==> src/rtl/queue_seq_scheduler_if.sv <==
// Handshake bundle between the sample queues, the shared FIR MAC and the
// queue sequencing scheduler. The scheduler takes the slave side; whoever
// raises the per-queue requests takes the master side.
interface queue_seq_scheduler_if #(
  parameter int NUM_REQ = 4,
  parameter int ADDR_W  = 10
);
  localparam int ID_W = $clog2(NUM_REQ);

  logic [NUM_REQ-1:0] req;
  logic [NUM_REQ-1:0] seq_en;
  logic [ADDR_W-1:0]  coef_addr;
  logic               mac_clr;
  logic               mac_en;
  logic               result_vld;
  logic [ID_W-1:0]    result_id;
  logic               busy;
  logic               ovr;

  modport master (
    output req,
    input  seq_en, coef_addr, mac_clr, mac_en, result_vld, result_id, busy, ovr
  );

  modport slave (
    input  req,
    output seq_en, coef_addr, mac_clr, mac_en, result_vld, result_id, busy, ovr
  );
endinterface

==> src/rtl/queue_seq_scheduler.sv <==
// Round-robin scheduler that runs one TAPS-long read burst at a time through
// a shared FIR MAC. Requests are latched as pending bits, granted in
// round-robin order after the last served queue, and each burst walks
// SETUP (accumulator clear), RUN (queue advance + coefficient address),
// DRAIN (read-latency flush) and DONE (result strobe).
module queue_seq_scheduler #(
  parameter int NUM_REQ = 4,
  parameter int TAPS    = 1021,
  parameter int ADDR_W  = 10,
  parameter int RD_LAT  = 1
) (
  input  logic                  clk,
  input  logic                  rst,
  queue_seq_scheduler_if.slave  bus
);
  localparam int ID_W  = $clog2(NUM_REQ);
  localparam int DRN_W = 2;

  typedef enum logic [2:0] {
    IDLE,
    SETUP,
    RUN,
    DRAIN,
    DONE
  } state_t;

  state_t             state;
  logic [NUM_REQ-1:0] pend;
  logic [NUM_REQ-1:0] clr;
  logic [ID_W-1:0]    rr_last;
  logic [ID_W-1:0]    grant_id;
  logic               grant_vld;
  logic [ADDR_W-1:0]  tap_cnt;
  logic [DRN_W-1:0]   drain_cnt;
  logic [RD_LAT-1:0]  run_pipe;

  logic [NUM_REQ-1:0] seq_en;
  logic [ADDR_W-1:0]  coef_addr;
  logic               mac_clr;
  logic               result_vld;
  logic [ID_W-1:0]    result_id;
  logic               busy;
  logic               ovr;

  // Returns {found, id}: first pending queue scanning last+1, last+2, ...
  // modulo NUM_REQ. The scan runs farthest-first so the nearest hit wins.
  function automatic logic [ID_W:0] rr_pick(input logic [NUM_REQ-1:0] p,
                                            input logic [ID_W-1:0]    last);
    logic [ID_W:0]   r;
    logic [ID_W-1:0] sel;
    int              idx;
    // NOTE: every variable gets a value before any conditional assignment,
    // so the combinational result never depends on a previous evaluation
    // (no inferred latch when this is used from continuous logic).
    r   = '0;
    sel = '0;
    for (int k = NUM_REQ; k >= 1; k--) begin
      idx = (int'(last) + k) % NUM_REQ;
      sel = ID_W'(idx);
      if (p[sel]) r = {1'b1, sel};
    end
    return r;
  endfunction

  assign {grant_vld, grant_id} = rr_pick(pend, rr_last);

  // A pending bit is cleared only at the edge where that queue is granted.
  assign clr = (state == IDLE && grant_vld) ? (NUM_REQ'(1) << grant_id) : '0;

  // Burst sequencer plus pending-request bookkeeping; all outputs registered.
  always_ff @(posedge clk) begin
    if (rst) begin
      state      <= IDLE;
      pend       <= '0;
      rr_last    <= ID_W'(NUM_REQ - 1);
      tap_cnt    <= '0;
      drain_cnt  <= '0;
      seq_en     <= '0;
      coef_addr  <= '0;
      mac_clr    <= 1'b0;
      result_vld <= 1'b0;
      result_id  <= '0;
      busy       <= 1'b0;
      ovr        <= 1'b0;
    end else begin
      // NOTE: non-blocking assignments throughout, so every right-hand side
      // sees the pre-edge value (e.g. pend and clr below use the old pend).
      // A new request always wins over a same-cycle clear; a repeat request
      // on an already pending queue merges and flags an overrun.
      pend    <= (pend & ~clr) | bus.req;
      ovr     <= |(bus.req & pend & ~clr);
      mac_clr    <= 1'b0;
      result_vld <= 1'b0;

      unique case (state)
        IDLE: begin
          if (grant_vld) begin
            state     <= SETUP;
            result_id <= grant_id;
            mac_clr   <= 1'b1;
            busy      <= 1'b1;
          end
        end

        SETUP: begin
          state     <= RUN;
          tap_cnt   <= '0;
          coef_addr <= '0;
          seq_en    <= NUM_REQ'(1) << result_id;
        end

        RUN: begin
          if (tap_cnt == ADDR_W'(TAPS - 1)) begin
            state     <= DRAIN;
            drain_cnt <= '0;
            tap_cnt   <= '0;
            coef_addr <= '0;
            seq_en    <= '0;
          end else begin
            tap_cnt   <= tap_cnt + 1'b1;
            coef_addr <= tap_cnt + 1'b1;
          end
        end

        DRAIN: begin
          if (drain_cnt == DRN_W'(RD_LAT - 1)) begin
            state      <= DONE;
            result_vld <= 1'b1;
          end else begin
            drain_cnt <= drain_cnt + 1'b1;
          end
        end

        DONE: begin
          state   <= IDLE;
          busy    <= 1'b0;
          rr_last <= result_id;
        end

        default: state <= IDLE;
      endcase
    end
  end

  // RUN indicator delayed by RD_LAT flops so mac_en lines up with read data.
  always_ff @(posedge clk) begin
    if (rst) begin
      run_pipe <= '0;
    end else begin
      run_pipe <= RD_LAT'({run_pipe, |seq_en});
    end
  end

  assign bus.seq_en     = seq_en;
  assign bus.coef_addr  = coef_addr;
  assign bus.mac_clr    = mac_clr;
  assign bus.mac_en     = run_pipe[RD_LAT-1];
  assign bus.result_vld = result_vld;
  assign bus.result_id  = result_id;
  assign bus.busy       = busy;
  assign bus.ovr        = ovr;

endmodule

==> src/flat_wrapper.sv <==
// flat-port wrapper written by rule: the top's interface ports become plain ports
module queue_seq_scheduler_flat 
#(
  parameter int NUM_REQ = 4,
  parameter int TAPS    = 1021,
  parameter int ADDR_W  = 10,
  parameter int RD_LAT  = 1
)
  (clk, rst, bus_req, bus_seq_en, bus_coef_addr, bus_mac_clr, bus_mac_en, bus_result_vld, bus_result_id, bus_busy, bus_ovr);
  queue_seq_scheduler_if #(.NUM_REQ(NUM_REQ), .ADDR_W(ADDR_W)) bus_i ();
  input  logic clk;
  input  logic rst;
  input wire logic [$bits(bus_i.req)-1:0] bus_req;
  output wire logic [$bits(bus_i.seq_en)-1:0] bus_seq_en;
  output wire logic [$bits(bus_i.coef_addr)-1:0] bus_coef_addr;
  output wire logic [$bits(bus_i.mac_clr)-1:0] bus_mac_clr;
  output wire logic [$bits(bus_i.mac_en)-1:0] bus_mac_en;
  output wire logic [$bits(bus_i.result_vld)-1:0] bus_result_vld;
  output wire logic [$bits(bus_i.result_id)-1:0] bus_result_id;
  output wire logic [$bits(bus_i.busy)-1:0] bus_busy;
  output wire logic [$bits(bus_i.ovr)-1:0] bus_ovr;
  assign bus_i.req = bus_req;
  assign bus_seq_en = bus_i.seq_en;
  assign bus_coef_addr = bus_i.coef_addr;
  assign bus_mac_clr = bus_i.mac_clr;
  assign bus_mac_en = bus_i.mac_en;
  assign bus_result_vld = bus_i.result_vld;
  assign bus_result_id = bus_i.result_id;
  assign bus_busy = bus_i.busy;
  assign bus_ovr = bus_i.ovr;
  queue_seq_scheduler #(.NUM_REQ(NUM_REQ), .TAPS(TAPS), .ADDR_W(ADDR_W), .RD_LAT(RD_LAT)) u_core (.clk(clk), .rst(rst), .bus(bus_i));
endmodule
==> config.mk <==
export PLATFORM = sky130hd
export DESIGN_NAME = queue_seq_scheduler_flat
export DESIGN_NICKNAME = d
export VERILOG_FILES = /design/src/rtl/queue_seq_scheduler_if.sv /design/src/rtl/queue_seq_scheduler.sv /design/src/flat_wrapper.sv
export SDC_FILE = /design/constraint.sdc
export NUM_CORES = 1
export LEC_CHECK = 0
export BUFFER_PORTS_ARGS = -buffer_cell sky130_fd_sc_hd__buf_2
export CORE_MARGIN = 2
export CORE_UTILIZATION = 35
export DETAILED_ROUTE_END_ITERATION = 8
export PLACE_DENSITY = 0.65
export SLEW_MARGIN = 20
export SYNTH_ARGS = -nofsm -noshare
export SYNTH_HDL_FRONTEND = slang
export SYNTH_SLANG_ARGS = --single-unit
==> constraint.sdc <==
create_clock -name clk -period 2.2 [get_ports clk]
set_input_delay 0.44 -clock clk [delete_from_list [all_inputs] [get_ports clk]]
set_output_delay 0.44 -clock clk [all_outputs]
set_load 0.005 [all_outputs]
; After elaboration in Yosys (flattened, before gate mapping)
; Index checks and enable logic that the tools add are counted.
[totals]
ff_bits = 32
in_bits = 6
output_inout_bits = 21
wordCells = 83
[classes]
n_addsub = 6
n_lt_le_gt_ge = 4
n_eq_ne = 9
n_shift = 2
muxes = 28
bitwise = 7
n_reduce_logical = 15
[op_table]
columns = cell, n
row1 = two-way mux 3 bit, 7
row2 = one-hot mux 10 bit (2 select lines), 1
row3 = bitwise AND 4 bit, 3
row4 = < comparator 2 x 3 -> 1 bit (second input constant), 4
row5 = one-hot mux 3 bit (4 select lines), 1
row6 = adder 10 x 1 -> 10 bit (second input constant), 1
row7 = equality test 10 bit (second input constant), 1
row8 = two-way mux 10 bit, 1
row9 = binary-select mux 1 bit (select 2 bit), 4
row10 = two-way mux 4 bit, 2
row11 = one-hot mux 4 bit (2 select lines), 1
row12 = OR reduction 4 bit, 2
row13 = left shift 1 x 2 -> 4 bit (first input constant), 2
row14 = two-way mux 1 bit, 7
row15 = adder 2 x 1 -> 2 bit (second input constant), 3
row16 = equality test 3 x 2 -> 1 bit (second input constant), 2
row17 = inequality test 2 x 1 -> 1 bit (second input constant), 3
row18 = AND reduction 2 bit, 3
row19 = AND reduction 3 bit, 2
row20 = nonzero test 2 bit, 3
row21 = adder 2 bit (second input constant), 2
row22 = two-way mux 2 bit, 2
row23 = NOT 4 bit, 1
row24 = OR 4 bit, 1
row25 = other kinds (10), 12

; Logic depth before layout (Yosys ltp)
[depth]
ltp_word = 12
mapped_depth = 8
depth_no_buf = 7

; Worst setup path after synthesis
; Ideal clock, no wire load.
[synth_timing]
path_kind = register -> register
startpoint = register u_core.tap_cnt[0]
endpoint = register u_core.seq_en[1], in the netlist u_core.bus.seq_en[1]
t_arrival_ns = 1.673
t_required_ns = 2.130
slack_ns = 0.457
stages_incl_launch_ff = 8
path_buffers = 0
synth_period_minus_slack_ns = 1.743
path_cell_list = dfxtp_1 -> inv_1 -> ha_1 -> nand2_1 -> o41ai_4 -> nand2b_2 -> or4b_1 -> a21oi_1
[synth_between]
elab_chain_len = 3
[synth_lines]
columns = item, line
row1 = start: declaration, queue_seq_scheduler.sv:33  ; logic [ADDR_W-1:0] tap_cnt;
row2 = start signal: assignment, queue_seq_scheduler.sv:120  ; tap_cnt <= tap_cnt + 1'b1;
row3 = equality test 10 bit, queue_seq_scheduler.sv:113  ; if (tap_cnt == ADDR_W'(TAPS - 1)) begin
row4 = inequality test 2 x 1 -> 1 bit (no source line), --
row5 = AND reduction 2 bit (no source line), --
row6 = end signal: assignment, queue_seq_scheduler.sv:109  ; seq_en <= NUM_REQ'(1) << result_id;
row7 = end: declaration, queue_seq_scheduler.sv:37  ; logic [NUM_REQ-1:0] seq_en;
; No other way between the ends.
; A chain may end at the register's enable or synchronous reset.

; Final worst setup path
; Ends and elaborated chain as after synthesis.

==> results <==
- The run finished with clean final reports.
- The total routing resource utilization after global routing is 13.7%.
- Counting tap cells, the placed design contains a total of 259 instances.
- The worst-case IR drop observed on VDD is 0.330 mV.
- Along the worst path, the maximum fanout reaches 8.
- The highest attainable clock frequency is 528 MHz.
- The cell area after placement is 0.00174 mm².
- The element type at the critical path end is a flop.
- The worst-skew pair later-pin latency is 0.28 ns.
- The average footprint of a synthesized cell is 8.43 µm².
- The finished layout cell area is 0.00180 mm².
- For this run, the register share of the synthesized area comes to 41.3%.
- The count of final max-slew check failures is 0.
- The clock root buffer is sky130_fd_sc_hd__clkbuf_8.
- The cell area that synthesis handed to floorplanning was 0.00155 mm².
- The peak per-stage delay on the critical path is 0.48 ns.
- The final critical path time including I/O delays and setup is 1.89 ns.
- Entering global routing, the biggest net connects 32 pins.
- Summed over all layers, the routed wires come to 3190 µm.
- Traced cell by cell, the critical path runs through inv_1, ha_1, nand2_1, o41ai_4, nand2b_2, or4b_1, a21oi_1.
- The largest individual stage delay along the critical path comes from the cell sky130_fd_sc_hd__or4b_1.
- After detailed routing, the average wire length per cell comes to 12.1 µm.
- Clock-pin slew was measured on the worst setup and hold paths at 0.06 ns.
- The number of maximum-capacitance violations is 0.
- The cell depth of the worst min-delay path is 3.
- The primary flip-flop cell chosen by synthesis mapping is sky130_fd_sc_hd__dfxtp_1.
- After clock tree synthesis, the flow added hold-fix buffers numbering 0.
- The type of element launching the critical path is a flop.
- The via count of the first global-routing pass is 1240.
- The initial antenna violation count came to 0.
- The final-report hold violation count was 0.
- In this run the critical register-to-register path is launched from u_core.tap_cnt[0].
- The number of nets in the synthesized netlist is 193.
- The family with the most delay on the worst path is simple AND/OR/NAND/NOR gates.
- The port buffer count is 26.
- The number of routed nets with antenna violations is 0.
- The placed wire-length estimate is 2300 µm.
- The flop and latch count out of synthesis is 32.
- The number of setup buffers added after CTS is 0.
- The actual transition at the worst max-transition pin is 0.559 ns.
- Between clock sinks in the finished design, the worst skew comes to 0.00562 ns.
- The antenna diode count is 0.
- For this design the static power due to leakage is 0.000726 µW.
- The worst hold path begins at bus_req[1].
- The total of warnings raised by yosys is 0.
- The number of placement rows is 24.
- The power per unit of standard cell area is 740 mW/mm².
- The die covers 0.00498 mm².
- The core box area is 0.00432 mm².
- The first global-routing pass estimated 5530 µm of wire.
- After the flow finishes, the layout carries non-filler instances totaling 264.
- The remaining global-route overflow is 0.
- The endpoint required time on the critical path is 2.40 ns.
- The effective utilization at floorplan is 35.9%.
- For hold timing, the worst endpoint is u_core.pend[1].
- The data arrival time of the critical path is 2.09 ns.
- The cell count of the worst reg-to-reg path is 7.
- The worst register-to-register path ends at u_core.bus.seq_en[1].
- The top-level I/O count is 27.
- The detailed-router iteration count before antenna repair is 4.
- The number of buffers created by CTS is 5.
- Setup repair after global routing left no endpoint under its margin.
- After detailed routing, the number of remaining DRC violations is 0.
- At the end of routability-driven placement, the weighted congestion stood at 0.798.
- The number of levels in the clock H-tree is 2.
- Setup violations remaining at the end of the flow were counted as 0.
- At the end of the flow, the number of nets in the layout was 223.
- Setup total negative slack on the finished layout was measured at 0 ns.
- The portion of the clock cycle consumed by the worst path in the final layout is 86.0%.
- The post-cts gate resize count is 0.
- The die span in x is 70.6 µm.
- The critical path class is flop to flop.
- The number of buffers and inverters on the critical path is 1.
- The share of layout cells above drive strength 1 is 19.3%.
- Compared with the post-synthesis result, the final layout area differs by 16.4%.
- The vias per cell is 5.21.
- In this run the worst hold path is classified as input port to flop.
- The tightest slew margin relative to the limit is 62.7%.
- The largest buffer count on any clock path is 2.
- The instance count of the mapped netlist is 184.
- Counting flops with a built-in enable in the synthesized netlist gives 0.
- Counting distinct cell types in the post-synthesis netlist gives 44.
- The tree built by TritonCTS fans out to 32 sinks.
- The clock tree from TritonCTS is done.
- The initial detailed-routing violation count is 68.
- The overall die height is 70.6 µm.
- The worst reg-to-reg setup slack is 0.31 ns.
- The proportion of synthesized flip-flops having asynchronous set or reset is 0%.
- For this block, the via count after detailed routing is 1376.
-- report_power, final --
part / switching, µW / leakage (µW) / internal [µW]
clock network: 193 / 0.0000359 / 203
registers: 43.5 / 0.000261 / 621
logic: 156 / 0.000429 / 118
total: 393 / 0.000726 / 942
-- per-layer routing --
metal	GRT usage, %	routed length (µm)	vias up
met2	21.8	1460	23
met1	17.3	1510	627
met4	5.66	57	0
li1	-	-	720
met5	0	0	-
met3	4.13	163	6
-- worst reg2reg max path: cells and delay by family, from the launching register on --
family	cells	cell delay, ns
compound gates	2	0.49
simple gates	3	0.76
flops	1	0.36
buf+inv	1	0.08
fa+ha+maj	1	0.14
-- cell type report --
cell class              count  area [µm²]
clock buffers               5        68.8
flip-flops and latches     32         641
repair buffers             30         160
well taps                  52        65.1
multi-input cells         135         832
fillers                   470        2520
inverters                  10        37.5
-- cells by family after synthesis --
kind of cell | Yosys count | share of synthesized area (%)
buf+inv | 17 | 5.00
simple gates | 75 | 27.9
fa+ha+maj | 3 | 2.42
compound gates | 57 | 23.3
flops | 32 | 41.3
-- state kept, by name, indices dropped and copies added (netlist names) --
| signal | count |
|---|---|
| u_core.bus.busy | 1 |
| u_core.bus.result_id | 2 |
| u_core.pend | 4 |
| u_core.bus.mac_clr | 1 |
| u_core.tap_cnt | 10 |
| u_core.drain_cnt | 2 |
| u_core.bus.seq_en | 4 |
| u_core.rr_last | 2 |
| u_core.bus.result_vld | 1 |
| u_core.state | 3 |
| u_core.bus.mac_en | 1 |
| u_core.bus.ovr | 1 |
-- cells in the mapped netlist, types with 2 or more instances --
| cell | n | area share, % |
|---|---|---|
| sky130_fd_sc_hd__or4b_1 | 3 | 1.9 |
| sky130_fd_sc_hd__dfxtp_1 | 32 | 41 |
| sky130_fd_sc_hd__o21ai_0 | 5 | 1.6 |
| sky130_fd_sc_hd__a31oi_1 | 3 | 1.2 |
| sky130_fd_sc_hd__clkbuf_1 | 3 | 0.73 |
| sky130_fd_sc_hd__nor3b_1 | 4 | 1.9 |
| sky130_fd_sc_hd__o211ai_1 | 4 | 1.9 |
| sky130_fd_sc_hd__a211o_1 | 2 | 1.1 |
| sky130_fd_sc_hd__nor2_1 | 18 | 4.4 |
| sky130_fd_sc_hd__inv_1 | 10 | 2.4 |
| sky130_fd_sc_hd__nand2_1 | 13 | 3.1 |
| sky130_fd_sc_hd__nand3_1 | 2 | 0.65 |
| sky130_fd_sc_hd__or3_1 | 3 | 1.2 |
| sky130_fd_sc_hd__a41oi_1 | 2 | 1.1 |
| sky130_fd_sc_hd__nor3_1 | 7 | 2.3 |
| sky130_fd_sc_hd__nor4_1 | 2 | 0.81 |
| sky130_fd_sc_hd__buf_2 | 2 | 0.65 |
| sky130_fd_sc_hd__and3_1 | 5 | 2.0 |
| sky130_fd_sc_hd__nor2b_1 | 3 | 1.2 |
| sky130_fd_sc_hd__nand2b_1 | 5 | 2.0 |
| sky130_fd_sc_hd__a311oi_1 | 2 | 1.1 |
| sky130_fd_sc_hd__a21oi_1 | 24 | 7.7 |
| sky130_fd_sc_hd__ha_1 | 3 | 2.4 |
| sky130_fd_sc_hd__o21ai_1 | 7 | 2.3 |
-- cell usage in the layout, fill, tap and decap left out, types with 2 or more instances in the layout --
| cell | netlist | final |
|---|---|---|
| sky130_fd_sc_hd__a211o_1 | 2 | 2 |
| sky130_fd_sc_hd__a21oi_1 | 24 | 24 |
| sky130_fd_sc_hd__a311oi_1 | 2 | 2 |
| sky130_fd_sc_hd__a31oi_1 | 3 | 3 |
| sky130_fd_sc_hd__a41oi_1 | 2 | 2 |
| sky130_fd_sc_hd__and3_1 | 5 | 5 |
| sky130_fd_sc_hd__buf_2 | 2 | 26 |
| sky130_fd_sc_hd__buf_4 | 1 | 4 |
| sky130_fd_sc_hd__clkbuf_8 | 0 | 5 |
| sky130_fd_sc_hd__dfxtp_1 | 32 | 32 |
| sky130_fd_sc_hd__ha_1 | 3 | 3 |
| sky130_fd_sc_hd__inv_1 | 10 | 10 |
| sky130_fd_sc_hd__nand2_1 | 13 | 13 |
| sky130_fd_sc_hd__nand2b_1 | 5 | 5 |
| sky130_fd_sc_hd__nand3_1 | 2 | 2 |
| sky130_fd_sc_hd__nor2_1 | 18 | 18 |
| sky130_fd_sc_hd__nor2b_1 | 3 | 3 |
| sky130_fd_sc_hd__nor3_1 | 7 | 7 |
| sky130_fd_sc_hd__nor3b_1 | 4 | 4 |
| sky130_fd_sc_hd__nor4_1 | 2 | 2 |
| sky130_fd_sc_hd__o211ai_1 | 4 | 4 |
| sky130_fd_sc_hd__o21ai_0 | 5 | 5 |
| sky130_fd_sc_hd__o21ai_1 | 7 | 7 |
| sky130_fd_sc_hd__or3_1 | 3 | 3 |
| sky130_fd_sc_hd__or4b_1 | 3 | 3 |
-- worst max path at each step --
stage | startpoint | end | depth (start not counted)
after global routing | u_core.tap_cnt[0] | u_core.bus.seq_en[2] | 7
after CTS | u_core.tap_cnt[0] | u_core.bus.seq_en[1] | 7
final | u_core.tap_cnt[0] | u_core.bus.seq_en[1] | 7
after floorplan | u_core.tap_cnt[0] | u_core.bus.seq_en[1] | 7
after detailed placement | u_core.tap_cnt[0] | u_core.bus.seq_en[1] | 7
after global placement | u_core.tap_cnt[0] | u_core.bus.seq_en[2] | 7
-- through the flow --
stage,hold WS (ns),utilization (%),total power [µW],setup slack (ns)
5_1_grt,0.405,41.7,1420,0.144
3_5_place_dp,0.453,40.1,953,0.321
2_1_floorplan,0.432,-,873,0.457
3_3_place_gp,0.440,40.1,949,0.382
6_report,0.404,41.7,1340,0.308
4_1_cts,0.395,41.7,1360,0.301
No activity file was read; power rests on OpenSTA's default activity.
